`src/rtl/ahb_apb_bridge_if.sv`:
```
// Signal bundle between an AHB-Lite master / APB completer pair and the bridge.
// The bridge is the slave modport; the surrounding environment uses the master modport.
interface ahb_apb_bridge_if #(
   parameter int AHB_DW = 32,
   parameter int AHB_AW = 32
);
   logic [AHB_AW-1:0]   haddr;
   logic [1:0]          htrans;
   logic                hwrite;
   logic [2:0]          hsize;
   logic [2:0]          hburst;
   logic [AHB_DW-1:0]   hwdata;
   logic [AHB_DW-1:0]   hrdata;
   logic                hready;
   logic [AHB_AW-1:0]   paddr;
   logic                psel;
   logic                penable;
   logic                pwrite;
   logic [AHB_DW-1:0]   pwdata;
   logic [AHB_DW/8-1:0] pstrb;
   logic [AHB_DW-1:0]   prdata;
   logic                pready;

   modport slave (
      input  haddr, htrans, hwrite, hsize, hburst, hwdata, prdata, pready,
      output hrdata, hready, paddr, psel, penable, pwrite, pwdata, pstrb
   );

   modport master (
      output haddr, htrans, hwrite, hsize, hburst, hwdata, prdata, pready,
      input  hrdata, hready, paddr, psel, penable, pwrite, pwdata, pstrb
   );
endinterface

```
`src/rtl/ahb_apb_bridge.sv`:
```
// AHB-Lite slave to APB master bridge: one transfer at a time, IDLE -> DATA -> SETUP -> ACCESS,
// AHB stalled with hready low until the APB completer answers.
module ahb_apb_bridge #(
   parameter int AHB_DW = 32,
   parameter int AHB_AW = 32
) (
   input  logic             clk,
   input  logic             reset,
   ahb_apb_bridge_if.slave  bus
);
   localparam int NB = AHB_DW / 8;
   localparam int LW = $clog2(NB);

   typedef enum logic [1:0] {
      ST_IDLE   = 2'b00,
      ST_DATA   = 2'b01,
      ST_SETUP  = 2'b10,
      ST_ACCESS = 2'b11
   } state_t;

   state_t            state_r,   state_s;
   logic              hready_r,  hready_s;
   logic [AHB_DW-1:0] hrdata_r,  hrdata_s;
   logic              psel_r,    psel_s;
   logic              penable_r, penable_s;
   logic              pwrite_r,  pwrite_s;
   logic [AHB_AW-1:0] paddr_r,   paddr_s;
   logic [AHB_DW-1:0] pwdata_r,  pwdata_s;
   logic [NB-1:0]     pstrb_r,   pstrb_s;
   logic [NB-1:0]     mask_r,    mask_s;
   logic              burst_unused_s;

   // Byte lanes touched by a transfer; sizes wider than the bus collapse to a full-width access.
   function automatic logic [NB-1:0] lane_mask(input logic [AHB_AW-1:0] addr, input logic [2:0] size);
      int sz;
      int nbytes;
      int off;
      logic [NB-1:0] m;
      sz     = (int'(size) > LW) ? LW : int'(size);
      nbytes = 32'sd1 << sz;
      off    = int'(addr[LW-1:0]) & ~(nbytes - 32'sd1);
      m      = '0;
      for (int i = 0; i < NB; i++) begin
         m[i] = (i >= off) && (i < off + nbytes);
      end
      return m;
   endfunction

   // Every beat is an independent transfer, so the burst type carries no information here.
   assign burst_unused_s = ^bus.hburst;

   // Next-state and next-output logic.
   always_comb begin
      state_s   = state_r;
      hready_s  = hready_r;
      hrdata_s  = hrdata_r;
      psel_s    = psel_r;
      penable_s = penable_r;
      pwrite_s  = pwrite_r;
      paddr_s   = paddr_r;
      pwdata_s  = pwdata_r;
      pstrb_s   = pstrb_r;
      mask_s    = mask_r;
      case (state_r)
         ST_IDLE: begin
            if (bus.htrans[1]) begin
               paddr_s  = bus.haddr;
               pwrite_s = bus.hwrite;
               mask_s   = lane_mask(bus.haddr, bus.hsize);
               hready_s = 1'b0;
               state_s  = ST_DATA;
            end else begin
               state_s  = ST_IDLE;
            end
         end
         ST_DATA: begin
            // hwdata is only valid in the AHB data phase, one cycle after the address.
            if (pwrite_r) begin
               pwdata_s = bus.hwdata;
               pstrb_s  = mask_r;
            end else begin
               pstrb_s  = '0;
            end
            psel_s    = 1'b1;
            penable_s = 1'b0;
            state_s   = ST_SETUP;
         end
         ST_SETUP: begin
            penable_s = 1'b1;
            state_s   = ST_ACCESS;
         end
         ST_ACCESS: begin
            if (bus.pready) begin
               psel_s    = 1'b0;
               penable_s = 1'b0;
               hready_s  = 1'b1;
               if (!pwrite_r) begin
                  hrdata_s = bus.prdata;
               end else begin
                  hrdata_s = hrdata_r;
               end
               state_s   = ST_IDLE;
            end else begin
               state_s   = ST_ACCESS;
            end
         end
         default: begin
            psel_s    = 1'b0;
            penable_s = 1'b0;
            hready_s  = 1'b1;
            state_s   = ST_IDLE;
         end
      endcase
   end

   // State and registered outputs; reset abandons any transfer in flight.
   always_ff @(posedge clk or posedge reset) begin
      if (reset) begin
         state_r   <= ST_IDLE;
         hready_r  <= 1'b1;
         hrdata_r  <= '0;
         psel_r    <= 1'b0;
         penable_r <= 1'b0;
         pwrite_r  <= 1'b0;
         paddr_r   <= '0;
         pwdata_r  <= '0;
         pstrb_r   <= '0;
         mask_r    <= '0;
      end else begin
         state_r   <= state_s;
         hready_r  <= hready_s;
         hrdata_r  <= hrdata_s;
         psel_r    <= psel_s;
         penable_r <= penable_s;
         pwrite_r  <= pwrite_s;
         paddr_r   <= paddr_s;
         pwdata_r  <= pwdata_s;
         pstrb_r   <= pstrb_s;
         mask_r    <= mask_s;
      end
   end

   assign bus.hready  = hready_r;
   assign bus.hrdata  = hrdata_r;
   assign bus.psel    = psel_r;
   assign bus.penable = penable_r;
   assign bus.pwrite  = pwrite_r;
   assign bus.paddr   = paddr_r;
   assign bus.pwdata  = pwdata_r;
   assign bus.pstrb   = pstrb_r;
endmodule

```
`src/flat_wrapper.sv`:
```
// flat-port wrapper written by rule: the top's interface ports become plain ports
module ahb_apb_bridge_flat 
#(
   parameter int AHB_DW = 32,
   parameter int AHB_AW = 32
)
  (clk, reset, bus_haddr, bus_htrans, bus_hwrite, bus_hsize, bus_hburst, bus_hwdata, bus_prdata, bus_pready, bus_hrdata, bus_hready, bus_paddr, bus_psel, bus_penable, bus_pwrite, bus_pwdata, bus_pstrb);
  ahb_apb_bridge_if #(.AHB_DW(AHB_DW), .AHB_AW(AHB_AW)) bus_i ();
  input  logic clk;
  input  logic reset;
  input wire logic [$bits(bus_i.haddr)-1:0] bus_haddr;
  input wire logic [$bits(bus_i.htrans)-1:0] bus_htrans;
  input wire logic [$bits(bus_i.hwrite)-1:0] bus_hwrite;
  input wire logic [$bits(bus_i.hsize)-1:0] bus_hsize;
  input wire logic [$bits(bus_i.hburst)-1:0] bus_hburst;
  input wire logic [$bits(bus_i.hwdata)-1:0] bus_hwdata;
  input wire logic [$bits(bus_i.prdata)-1:0] bus_prdata;
  input wire logic [$bits(bus_i.pready)-1:0] bus_pready;
  output wire logic [$bits(bus_i.hrdata)-1:0] bus_hrdata;
  output wire logic [$bits(bus_i.hready)-1:0] bus_hready;
  output wire logic [$bits(bus_i.paddr)-1:0] bus_paddr;
  output wire logic [$bits(bus_i.psel)-1:0] bus_psel;
  output wire logic [$bits(bus_i.penable)-1:0] bus_penable;
  output wire logic [$bits(bus_i.pwrite)-1:0] bus_pwrite;
  output wire logic [$bits(bus_i.pwdata)-1:0] bus_pwdata;
  output wire logic [$bits(bus_i.pstrb)-1:0] bus_pstrb;
  assign bus_i.haddr = bus_haddr;
  assign bus_i.htrans = bus_htrans;
  assign bus_i.hwrite = bus_hwrite;
  assign bus_i.hsize = bus_hsize;
  assign bus_i.hburst = bus_hburst;
  assign bus_i.hwdata = bus_hwdata;
  assign bus_i.prdata = bus_prdata;
  assign bus_i.pready = bus_pready;
  assign bus_hrdata = bus_i.hrdata;
  assign bus_hready = bus_i.hready;
  assign bus_paddr = bus_i.paddr;
  assign bus_psel = bus_i.psel;
  assign bus_penable = bus_i.penable;
  assign bus_pwrite = bus_i.pwrite;
  assign bus_pwdata = bus_i.pwdata;
  assign bus_pstrb = bus_i.pstrb;
  ahb_apb_bridge #(.AHB_DW(AHB_DW), .AHB_AW(AHB_AW)) u_core (.clk(clk), .reset(reset), .bus(bus_i));
endmodule
```
`config.mk`:
```
export PLATFORM = sky130hd
export DESIGN_NAME = ahb_apb_bridge_flat
export DESIGN_NICKNAME = d
export VERILOG_FILES = /design/src/rtl/ahb_apb_bridge_if.sv /design/src/rtl/ahb_apb_bridge.sv /design/src/flat_wrapper.sv
export SDC_FILE = /design/constraint.sdc
export NUM_CORES = 1
export LEC_CHECK = 0
export CAP_MARGIN = 20
export CORE_MARGIN = 10
export CORE_UTILIZATION = 42
export CTS_BUF_LIST = sky130_fd_sc_hd__clkbuf_8
export DETAILED_ROUTE_END_ITERATION = 16
export MAX_ROUTING_LAYER = met4
export PLACE_DENSITY_LB_ADDON = 0.1
export SYNTH_ARGS = -nofsm -noshare
export SYNTH_HDL_FRONTEND = slang
export SYNTH_SLANG_ARGS = --single-unit
```
`constraint.sdc`:
```
create_clock -name clk -period 5.57 [get_ports clk]
set_input_delay 1.3925 -clock clk [delete_from_list [all_inputs] [get_ports clk]]
set_output_delay 1.3925 -clock clk [all_outputs]
set_load 0.02 [all_outputs]
```
# Word level (Yosys, flattened, before mapping)
# Index checks and enable logic that the tools add are counted.
# W data, S select, Z words.
# classes
add_sub_neg	2
order_cmp	9
eq_ne	5
shifts	1
muxes	11
bitwise	3
reduce_logical	14
# op_table
op	count
$ge A3 B32 Y1 const A	2
$lt A3 B32 Y1 const A	2
$add A32 B32 Y32	1
$and A3 B32 Y32	1
$ge A1 B32 Y1 const A	1
$ge A2 B32 Y1 const A	1
$lt A1 B32 Y1 const A	1
$lt A2 B32 Y1 const A	1
$not A32 Y32	1
$shl A1 B32 Y32 const A	1
$sub A32 B2 Y32 const B	1
$pmux W2 S4	1
$reduce_and A2 Y1	4
$reduce_and A3 Y1	2
$eq A2 B2 Y1 const B	2
$logic_and A1 B1 Y1	4
$mux W1	4
$mux W4	1
$ne A2 B2 Y1 const B	2
$pmux W1 S2	2
$reduce_bool A2 Y1	2
$gt A3 B2 Y1 const B	1
$mux W3	1
$pmux W1 S3	1
5 further kinds	5
# totals
ff_bits	110
in_bits	108
output_inout_bits	104
word_cells	55

# Logic depth before layout (Yosys ltp)
# depth
word_depth	9
ltp_mapped	6
depth_no_buf	6

# Worst setup path before layout
# No wires, ideal clock.
# synth_timing
path_kind	input to register
from	in bus_hsize[2]
to	reg u_core.mask_r[0]
setup_ns	0.122
t_arrival_ns	2.746
t_required_ns	5.448
slack_ns	2.703
stages	5
n_path_buf	0
cell_sequence	nor4b_1 ha_1 o21ai_0 or2_2 a32o_1
# synth_between
elab_chain_len	9
elab_cells_between_ends	10
cone_classes	add/sub (2); order compare (3); shift (1); mux (1); bitwise (2); reduce/logical (1)
# synth_rtl
element	line	rtl
start: declaration	flat_wrapper.sv:14	input wire logic [$bits(bus_i.hsize)-1:0] bus_hsize;
$gt A3 B2 Y1	ahb_apb_bridge.sv:39	sz = (int'(size) > LW) ? LW : int'(size);
$mux W3 *	ahb_apb_bridge.sv:39	
$shl A1 B32 Y32 *	ahb_apb_bridge.sv:40	nbytes = 32'sd1 << sz;
$sub A32 B2 Y32	ahb_apb_bridge.sv:41	off = int'(addr[LW-1:0]) & ~(nbytes - 32'sd1);
$not A32 Y32	ahb_apb_bridge.sv:41	
$and A3 B32 Y32	ahb_apb_bridge.sv:41	
$add A32 B32 Y32	ahb_apb_bridge.sv:44	m[i] = (i >= off) && (i < off + nbytes);
$lt A1 B32 Y1	ahb_apb_bridge.sv:44	
$logic_and A1 B1 Y1 *	ahb_apb_bridge.sv:44	
end signal: assignment	ahb_apb_bridge.sv:139	mask_r <= mask_s;
end: declaration	ahb_apb_bridge.sv:30	logic [NB-1:0] mask_r, mask_s;
# Every way passes the cells marked *; elsewhere a longest branch is shown, timed or not.
# A chain may end at the register's enable or synchronous reset.

# Worst setup path after layout
# Same ends and word-level chain as after synthesis.

==> results.toml <==
[global_routing]
antenna_found_initial = 0
grt_overflow = 0
grt_pass1_wl_mm = 18.5
overall_global_routing_resource_usage = 0.162
first_global_vias = 3325
grt_start_max_net_pins = 79

[setup_path]
worst-endpoint-required_ps = 5820
critical_path_peak_fanout = 7
worst-setup-path-type = "input pin to flip-flop"
critical_path.startpoint_type = "input pin"
cp.arrival_ps = 3510
timing.reg2reg.worst_path_depth = 3
critPathCaptureType = "flip-flop"

[yosys]
predominant_post_synthesis_flop_cell = "sky130_fd_sc_hd__dfrtp_1"
avgSynthCellArea_um2 = 12.8
synth_enable_flop_cells = 0
number_of_synthesized_register_bits = 110
synthArstFlopShare = 1.00
netlist-cell-type-count = 34
warning_count_from_the_yosys_run = 0
synthesis.instances = 346
synth.cell_area_um2 = 4440
ys_seq_area_frac = 0.620
synthesis.nets = 455

[final_layout]
final_nets = 659
antenna_cells = 0
filler_cells = 795
post_route_cells_drive_above_1_share = 0.157
final_area_um2 = 6740
sequential_cell_area_um2 = 2750
final_cell_count_no_fill = 689
final_core_utilization = 0.652
multi_input_area_um2 = 1530
layout-area-overhead-vs-synth_pct = 51.7

[timing]
finalCritPeriodShare = 0.584
timing_max_transition_violations_final = 0
final.setup.tns_ps = 0
timing.final.hold_violations = 0
skew_ps = 9.73
transition_time_at_the_pin_with_the_least_slew_margin_ps = 1070
finalWorstPathRequiredPeriod_ps = 3250
max_freq_ghz = 0.307
timing.slew.headroom = 0.288
rsz_0062_raised_after_global_routing = "false"
finalSetupViolCount = 0

[floorplanning]
fp.dieArea_um2 = 15100
start_util = 0.430
placement_rows = 37
die-height_um = 123
core-area_um2 = 10300
die_width_um = 123
io_pins = 212

[power_and_ir_drop]
max-vdd-ir-drop_v = 0.000247
p_per_area_nw_per_um2 = 575
fin_total_pwr_uw = 3870
leakage_uw = 0.00307

[drt]
detail_route.wirelength.met1_mm = 4.96
drtPass1Iterations = 4
post-route-drc-count = 0
wl_mm = 11.9
topRoutingLayerUsed = "met4"
met3_wirelength_mm = 1.27
detail_route.wl_per_cell_um = 17.3
detail_route.vias_per_cell = 4.62
dr_total_vias = 3185
met2_wire_length_mm = 5.57
initialDrtViolationCount = 163
postRouteAntennaNets = 0

[outcome]
status = "completed"

[place]
gp_congestion = 0.766
place.detailed.hpwl_mm = 9.03
dp.cells = 675
placed_cell_area_um2 = 6560
placement.io_buffers = 207

[cts]
clk_pin_slew_worst_paths_ps = 100
largest_buffer_count_on_any_clock_path = 2
cts_setup_buffers = 0
clockRootBuffer = "sky130_fd_sc_hd__clkbuf_8"
cts_hold_buffers = 0
cts_buffers = 9
tritoncts = "built"
insertion_delay_ps = 360
clock-sinks = 110
h-tree-depth = 3
resized_after_cts = 0

[run]
drv_cap = 0

[min_path]
holdPathStages = 2
worstHoldPathType = "flip-flop to flip-flop"
## power by group
part	internal, µW	total [µW]	switching, µW	leakage (µW)
logic	1070	2010	941	0.00165
registers	1190	1420	221	0.00132
clock network	193	441	248	0.0000955
total	2460	3870	1410	0.00307
## cell type report
| class | count | share of cell area |
|---|---|---|
| clock buffer | 12 | 0.0245 |
| clock inverter | 2 | 0.00130 |
| inverter | 2 | 0.00149 |
| multi-input combinational | 217 | 0.228 |
| sequential | 110 | 0.409 |
| tap | 136 | 0.0253 |
| timing repair buffer | 210 | 0.311 |
## placed cells by master, fill, tap and decap left out
cell	n
sky130_fd_sc_hd__a2111o_1	1
sky130_fd_sc_hd__a21o_1	1
sky130_fd_sc_hd__a21oi_1	4
sky130_fd_sc_hd__a22o_1	2
sky130_fd_sc_hd__a31oi_1	1
sky130_fd_sc_hd__a32o_1	2
sky130_fd_sc_hd__buf_4	3
sky130_fd_sc_hd__clkbuf_8	12
sky130_fd_sc_hd__clkdlybuf4s50_1	207
sky130_fd_sc_hd__clkinv_2	1
sky130_fd_sc_hd__dfrtp_1	109
sky130_fd_sc_hd__dfstp_2	1
sky130_fd_sc_hd__ha_1	1
sky130_fd_sc_hd__inv_1	2
sky130_fd_sc_hd__inv_4	1
sky130_fd_sc_hd__mux2_2	34
sky130_fd_sc_hd__mux2_4	30
sky130_fd_sc_hd__nand2_1	112
sky130_fd_sc_hd__nand2b_1	1
sky130_fd_sc_hd__nand3_1	2
sky130_fd_sc_hd__nand3_2	1
sky130_fd_sc_hd__nand3b_1	1
sky130_fd_sc_hd__nor2_1	6
sky130_fd_sc_hd__nor3_1	2
sky130_fd_sc_hd__nor3b_4	1
sky130_fd_sc_hd__nor4b_1	1
sky130_fd_sc_hd__o21a_1	1
sky130_fd_sc_hd__o21ai_0	6
sky130_fd_sc_hd__o22ai_1	1
sky130_fd_sc_hd__or2_2	2
sky130_fd_sc_hd__or2b_1	1
sky130_fd_sc_hd__or3_1	1
sky130_fd_sc_hd__or3b_4	1
sky130_fd_sc_hd__xnor2_1	1
## through the flow
stage	hold slack (ps)	setup slack [ps]
floorplan	446	1280
global placement	458	2070
detailed placement	462	1960
CTS	485	2340
global route	513	2190
finish	477	2320
## cells in the mapped netlist, types with 2 or more instances
| cell type | number | share of area |
|---|---|---|
| sky130_fd_sc_hd__nand2_1 | 112 | 0.095 |
| sky130_fd_sc_hd__dfrtp_1 | 109 | 0.61 |
| sky130_fd_sc_hd__mux2_2 | 34 | 0.086 |
| sky130_fd_sc_hd__mux2_4 | 30 | 0.10 |
| sky130_fd_sc_hd__buf_2 | 8 | 0.0090 |
| sky130_fd_sc_hd__nor2_1 | 6 | 0.0051 |
| sky130_fd_sc_hd__o21ai_0 | 6 | 0.0068 |
| sky130_fd_sc_hd__a21oi_1 | 4 | 0.0045 |
| sky130_fd_sc_hd__buf_6 | 4 | 0.010 |
| sky130_fd_sc_hd__buf_12 | 3 | 0.014 |
| sky130_fd_sc_hd__a22o_1 | 2 | 0.0039 |
| sky130_fd_sc_hd__a32o_1 | 2 | 0.0045 |
| sky130_fd_sc_hd__clkbuf_1 | 2 | 0.0017 |
| sky130_fd_sc_hd__inv_1 | 2 | 0.0017 |
| sky130_fd_sc_hd__nand3_1 | 2 | 0.0023 |
| sky130_fd_sc_hd__nor3_1 | 2 | 0.0023 |
## cell families after synthesis
kind of cell,synth area share
xor+xnor,0.00197
simple gates,0.123
fa+ha+maj,0.00282
compound gates,0.0285
buf+inv,0.0361
mux,0.188
flops,0.620
## worst max-delay path, stage by stage
cell                              delay, ps
sky130_fd_sc_hd__clkdlybuf4s50_1        510
sky130_fd_sc_hd__nor4b_1                560
sky130_fd_sc_hd__ha_1                   310
sky130_fd_sc_hd__o21ai_0                180
sky130_fd_sc_hd__or2_2                  310
sky130_fd_sc_hd__a32o_1                 250
## registers in the layout, summed over array words and instances, names as in the netlist
name                cells
u_core.mask_r           4
u_core.bus.paddr       32
u_core.bus.penable      1
u_core.bus.pwrite       1
u_core.bus.pwdata      32
u_core.bus.hready       1
u_core.bus.psel         1
u_core.bus.pstrb        4
u_core.state_r          2
u_core.bus.hrdata      32
## routing by layer
| metal | track usage | up-vias |
|---|---|---|
| met2 | 0.248 | 125 |
| met4 | 0.0508 | 0 |
| li1 | - | 1548 |
| met5 | - | - |
| met3 | 0.0643 | 13 |
| met1 | 0.192 | 1499 |
## final timing paths
check | start | endpoint | slack, ps
min in group asynchronous | reset | u_core.bus.hrdata[4] | 1610
worst min register to register | u_core.bus.paddr[3] | u_core.bus.paddr[3] | 480
max in group asynchronous | reset | u_core.bus.hready | 2950
worst max-delay path | bus_hsize[2] | u_core.mask_r[0] | 2320
worst max register to register | u_core.state_r[1] | u_core.bus.hrdata[5] | 3530
worst min-delay path | u_core.bus.paddr[3] | u_core.bus.paddr[3] | 480
Power figures use the tool's default switching activity.
==> RTL edit 1 (same settings) <==
`AHB_DW` is set to 32 in 3 places; all go to 64.
--- a/src/rtl/ahb_apb_bridge_if.sv
+++ b/src/rtl/ahb_apb_bridge_if.sv
@@ -1,7 +1,7 @@
 // Signal bundle between an AHB-Lite master / APB completer pair and the bridge.
 // The bridge is the slave modport; the surrounding environment uses the master modport.
 interface ahb_apb_bridge_if #(
-   parameter int AHB_DW = 32,
+   parameter int AHB_DW = 64,
    parameter int AHB_AW = 32
 );
    logic [AHB_AW-1:0]   haddr;
--- a/src/rtl/ahb_apb_bridge.sv
+++ b/src/rtl/ahb_apb_bridge.sv
@@ -1,7 +1,7 @@
 // AHB-Lite slave to APB master bridge: one transfer at a time, IDLE -> DATA -> SETUP -> ACCESS,
 // AHB stalled with hready low until the APB completer answers.
 module ahb_apb_bridge #(
-   parameter int AHB_DW = 32,
+   parameter int AHB_DW = 64,
    parameter int AHB_AW = 32
 ) (
    input  logic             clk,
--- a/src/flat_wrapper.sv
+++ b/src/flat_wrapper.sv
@@ -1,7 +1,7 @@
 // flat-port wrapper written by rule: the top's interface ports become plain ports
 module ahb_apb_bridge_flat 
 #(
-   parameter int AHB_DW = 32,
+   parameter int AHB_DW = 64,
    parameter int AHB_AW = 32
 )
   (clk, reset, bus_haddr, bus_htrans, bus_hwrite, bus_hsize, bus_hburst, bus_hwdata, bus_prdata, bus_pready, bus_hrdata, bus_hready, bus_paddr, bus_psel, bus_penable, bus_pwrite, bus_pwdata, bus_pstrb);
Ports: changed (5 resized); port bits go from 212 to 344. No check against the original RTL was run, so the function may have changed too.
==> RTL edit 1 against the unedited design <==
Critical path depth grew 2; synthesized area increased by 60%; global-route usage is 3.7 points higher; sequential cell count increased by 72; wire length up 87%; sequential share of layout area up 0.35 points; maximum frequency down 9.9%; cell count is 61% higher; count of clock-buffer cells in the layout is 7 higher; largest cell class unchanged; total power is 67% higher; setup slack got worse by 0.36 ns; critical endpoint is now u_core.mask_r[4]$_DFFE_PP0P_; final area up 64%.
==> RTL edit 1: results (changes against the unedited design) <==
- Die area: 22500 µm² (+49%)
- Register area share after synthesis: 0.642 (+0.0220)
- Largest net degree at the start of global routing: 165 (+110%)
- Via count of the first global-routing pass: 5614 (+69%)
- Crit path from: bus_hsize[1]
- Met1 wire length: 8.37 mm (+69%)
- HP Start: u_core.bus.paddr[12]$_DFFE_PP0P_
- Initial antenna violation count: 1 (+1)
- Met2 WL post-DR: 11.9 mm (+110%)
- Status: completed
- P_clk: 843 µW (+91%)
- Multi-input gate share of total cell area: 0.217 (-0.0102)
- Proportion of layout cells with a drive suffix above 1: 0.198 (+0.0411)
- Total global-route track usage: 0.199 (+0.0373)
- Flop pwr share: 0.360 (-0.006)
- Clock latency reported for the late side of the worst-skew pair: 0.45 ns (+0.09 ns)
- Worst Path Max Fanout: 9 (+2)
- Rel. slew slack: 0.418 (+0.131)
- Sink Count: 182 (+65%)
- Top-count cell post-synth: dfrtp_1
- R2R cell count: 5 (+2)
- Ant. Diodes: 1 (+1)
- Nonclk buf count: 343 (+63%)
- Hold slack: 0.484 ns (+0.00698 ns)
- Met3 Use GR: 0.0625 (-0.00178)
- Signal buf overhead: 0.311 (about the same)
- Via count: 5286 (+66%)
- Port bufs: 339 (+64%)
- Worst Skew: 0.0142 ns (+0.00444 ns)
- H-tree Lvls: 4 (+1)
- WL met3: 1.74 mm (+37%)
- ClkCell Share: 0.0332 (+0.00736)
- Synth cell count leaders: 181 x dfrtp_1, 133 x nand2_1, 129 x mux2_2, 14 x buf_2, 14 x o21ai_0
- Avg WL per Cell: 20.2 µm (+16%)
- Leakage: 0.00474 µW (+55%)
- Nets: 1049 (+59%)
- Hold EP: u_core.bus.paddr[12]$_DFFE_PP0P_
- First-pass GRT wire length: 33.3 mm (+80%)
## RTL edit 1: logic make-up (layout without fill, tap and decap cells)
kind of cell	after synthesis	in the layout	share of synthesized area
flip-flops	182	182	0.642
AND/OR/NAND/NOR	164	164	0.0963
multiplexers	132	132	0.211
AO/OA/AOI/OAI	30	30	0.0256
buffers and inverters	30	376	0.0205
adder cells (fa/ha/maj)	2	2	0.00353
XOR/XNOR	1	1	0.00123
other	0	1	0
## RTL edit 1: stage by stage
stage               worst slack (ns)  cells  instance area [µm²]   util
floorplan                       1.84    541                 7100      -
global placement                1.59   1076                10700  0.644
detailed placement              1.48   1076                10700  0.644
CTS                             1.99   1107                11000  0.666
global route                    1.85   1108                11000  0.666
finish                          1.96   1108                11000  0.666
## RTL edit 1: worst max-delay path, stage by stage
cell,delay [ns]
clkdlybuf4s50_1,0.54
or3_1,0.44
ha_1,0.31
and2_1,0.21
a31oi_1,0.34
mux2i_4,0.33
nor2_2,0.10
o41ai_2,0.31
==> RTL edit 2 (same settings) <==
Made on the original files. Encoding of `state_t`: now one-hot (4 bits for 4 states).
--- a/src/rtl/ahb_apb_bridge.sv
+++ b/src/rtl/ahb_apb_bridge.sv
@@ -11,11 +11,11 @@
    localparam int NB = AHB_DW / 8;
    localparam int LW = $clog2(NB);
 
-   typedef enum logic [1:0] {
-      ST_IDLE   = 2'b00,
-      ST_DATA   = 2'b01,
-      ST_SETUP  = 2'b10,
-      ST_ACCESS = 2'b11
+   typedef enum logic [3:0] {
+      ST_IDLE   = 4'b0001,
+      ST_DATA   = 4'b0010,
+      ST_SETUP  = 4'b0100,
+      ST_ACCESS = 4'b1000
    } state_t;
 
    state_t            state_r,   state_s;
Function: same outputs for any inputs over 10 cycles, from zero or initial values and one cycle with reset high; not proved beyond that.
==> RTL edit 2 against the unedited design <==
Clock skew decreased by 0.00066 ns; total power decreased by 9.1%; wire length increased by 4.8%; final area increased by 2.4%; global-route usage increased by 0.077 points; synthesized area increased by 1.7%; setup slack got worse by 0.21 ns; maximum frequency decreased by 6.1%; sequential power decreased by 6%; sequential cell count increased by 2.
==> RTL edit 2: results (changes against the unedited design) <==
- Status: completed
- Placed cell areas: 6680 µm² (+1.8%)
- Place WS: 1.68 ns (-0.283 ns)
- WL met3: 1.23 mm (-3.7%)
- Area contributors post-synth: dfrtp_1 61%, mux2_4 10%, mux2_2 9.2%, nand2_1 8.9%, buf_12 1.3%
- Placed Instances: 683 (+1.2%)
- Hold EP: u_core.bus.paddr[5]$_DFFE_PP0P_
- DR vias/cell: 4.73 (+2.4%)
- Met3 Use GR: 0.0633 (-0.000931)
- GR Layer Usage met1: 0.185 (-0.00693)
- Final WL: 12.5 mm (+4.8%)
- Met1 wire length: 5.19 mm (+4.7%)
- Seq. pwr: 1330 µW (-6%)
- Leakage: 0.00325 µW (+5.9%)
- Nets: 667 (+1.2%)
- Syn_nets: 462 (+1.5%)
- Hold slack: 0.480 ns (+0.00313 ns)
- Post-DP HPWL: 9.51 mm (+5.3%)
- Met2 WL post-DR: 5.92 mm (+6.4%)
- Fill count: 805 (+1.3%)
- Switching power: 1240 µW (-12%)
- Synth cell types: 36 (+5.9%)
- DR iter-0 viols: 115 (-29%)
- Total global-route track usage: 0.163 (+0.000766)
- CP peak stage delay: 0.86 ns (+0.30 ns)
- Final Non-Filler Cells: 698 (+1.3%)
- Clock power frac: 0.151 (+0.037)
- Worst Path Max Fanout: 40 (+33)
- Synth Instances: 353 (+2.0%)
- Via count of the first global-routing pass: 3436 (+3.3%)
- Crit path from: bus_htrans[1]
- Worst VDD drop: 314 µV (+27%)
- Slowest-stage cell, CP: clkinv_1
- R2R cell count: 5 (+2)
- Largest net degree at the start of global routing: 59 (-25%)
- Critical Path AT: 3.72 ns (+0.21 ns)
- Worst flop-to-flop path endpoint: u_core.mask_r[3]$_DFFE_PP0P_
- HP Start: u_core.bus.paddr[5]$_DFFE_PP0P_
- Final core utilization: 0.662 (+0.00970)
- Placer congestion estimate: 0.836 (+9.2%)
[RTL edit 2: final cells by class]
cell class                      instances  area share
Tap cell                              136      0.0247
Inverter                                4     0.00254
Clock buffer                           11      0.0220
Sequential cell                       112       0.407
Timing Repair Buffer                  211       0.308
Multi-Input combinational cell        220       0.226
Clock inverter                          4     0.00998
[RTL edit 2: kinds of logic (layout without fill, tap and decap cells)]
logic type / count (synthesis) / after routing / synth area share
XOR/XNOR: 1 / 1 / 0.00194
adder cells (fa/ha/maj): 1 / 1 / 0.00277
AO/OA/AOI/OAI: 20 / 20 / 0.0277
buffers and inverters: 21 / 230 / 0.0330
multiplexers: 69 / 69 / 0.196
AND/OR/NAND/NOR: 129 / 129 / 0.117
flip-flops: 112 / 112 / 0.621
[RTL edit 2: worst reg2reg max path, cell delays in order (launching register included)]
cell      delay (ns)
dfrtp_1         0.51
nor2_1          0.13
nand3_1         0.10
buf_4           0.37
clkinv_1        0.88
mux2_2          0.57
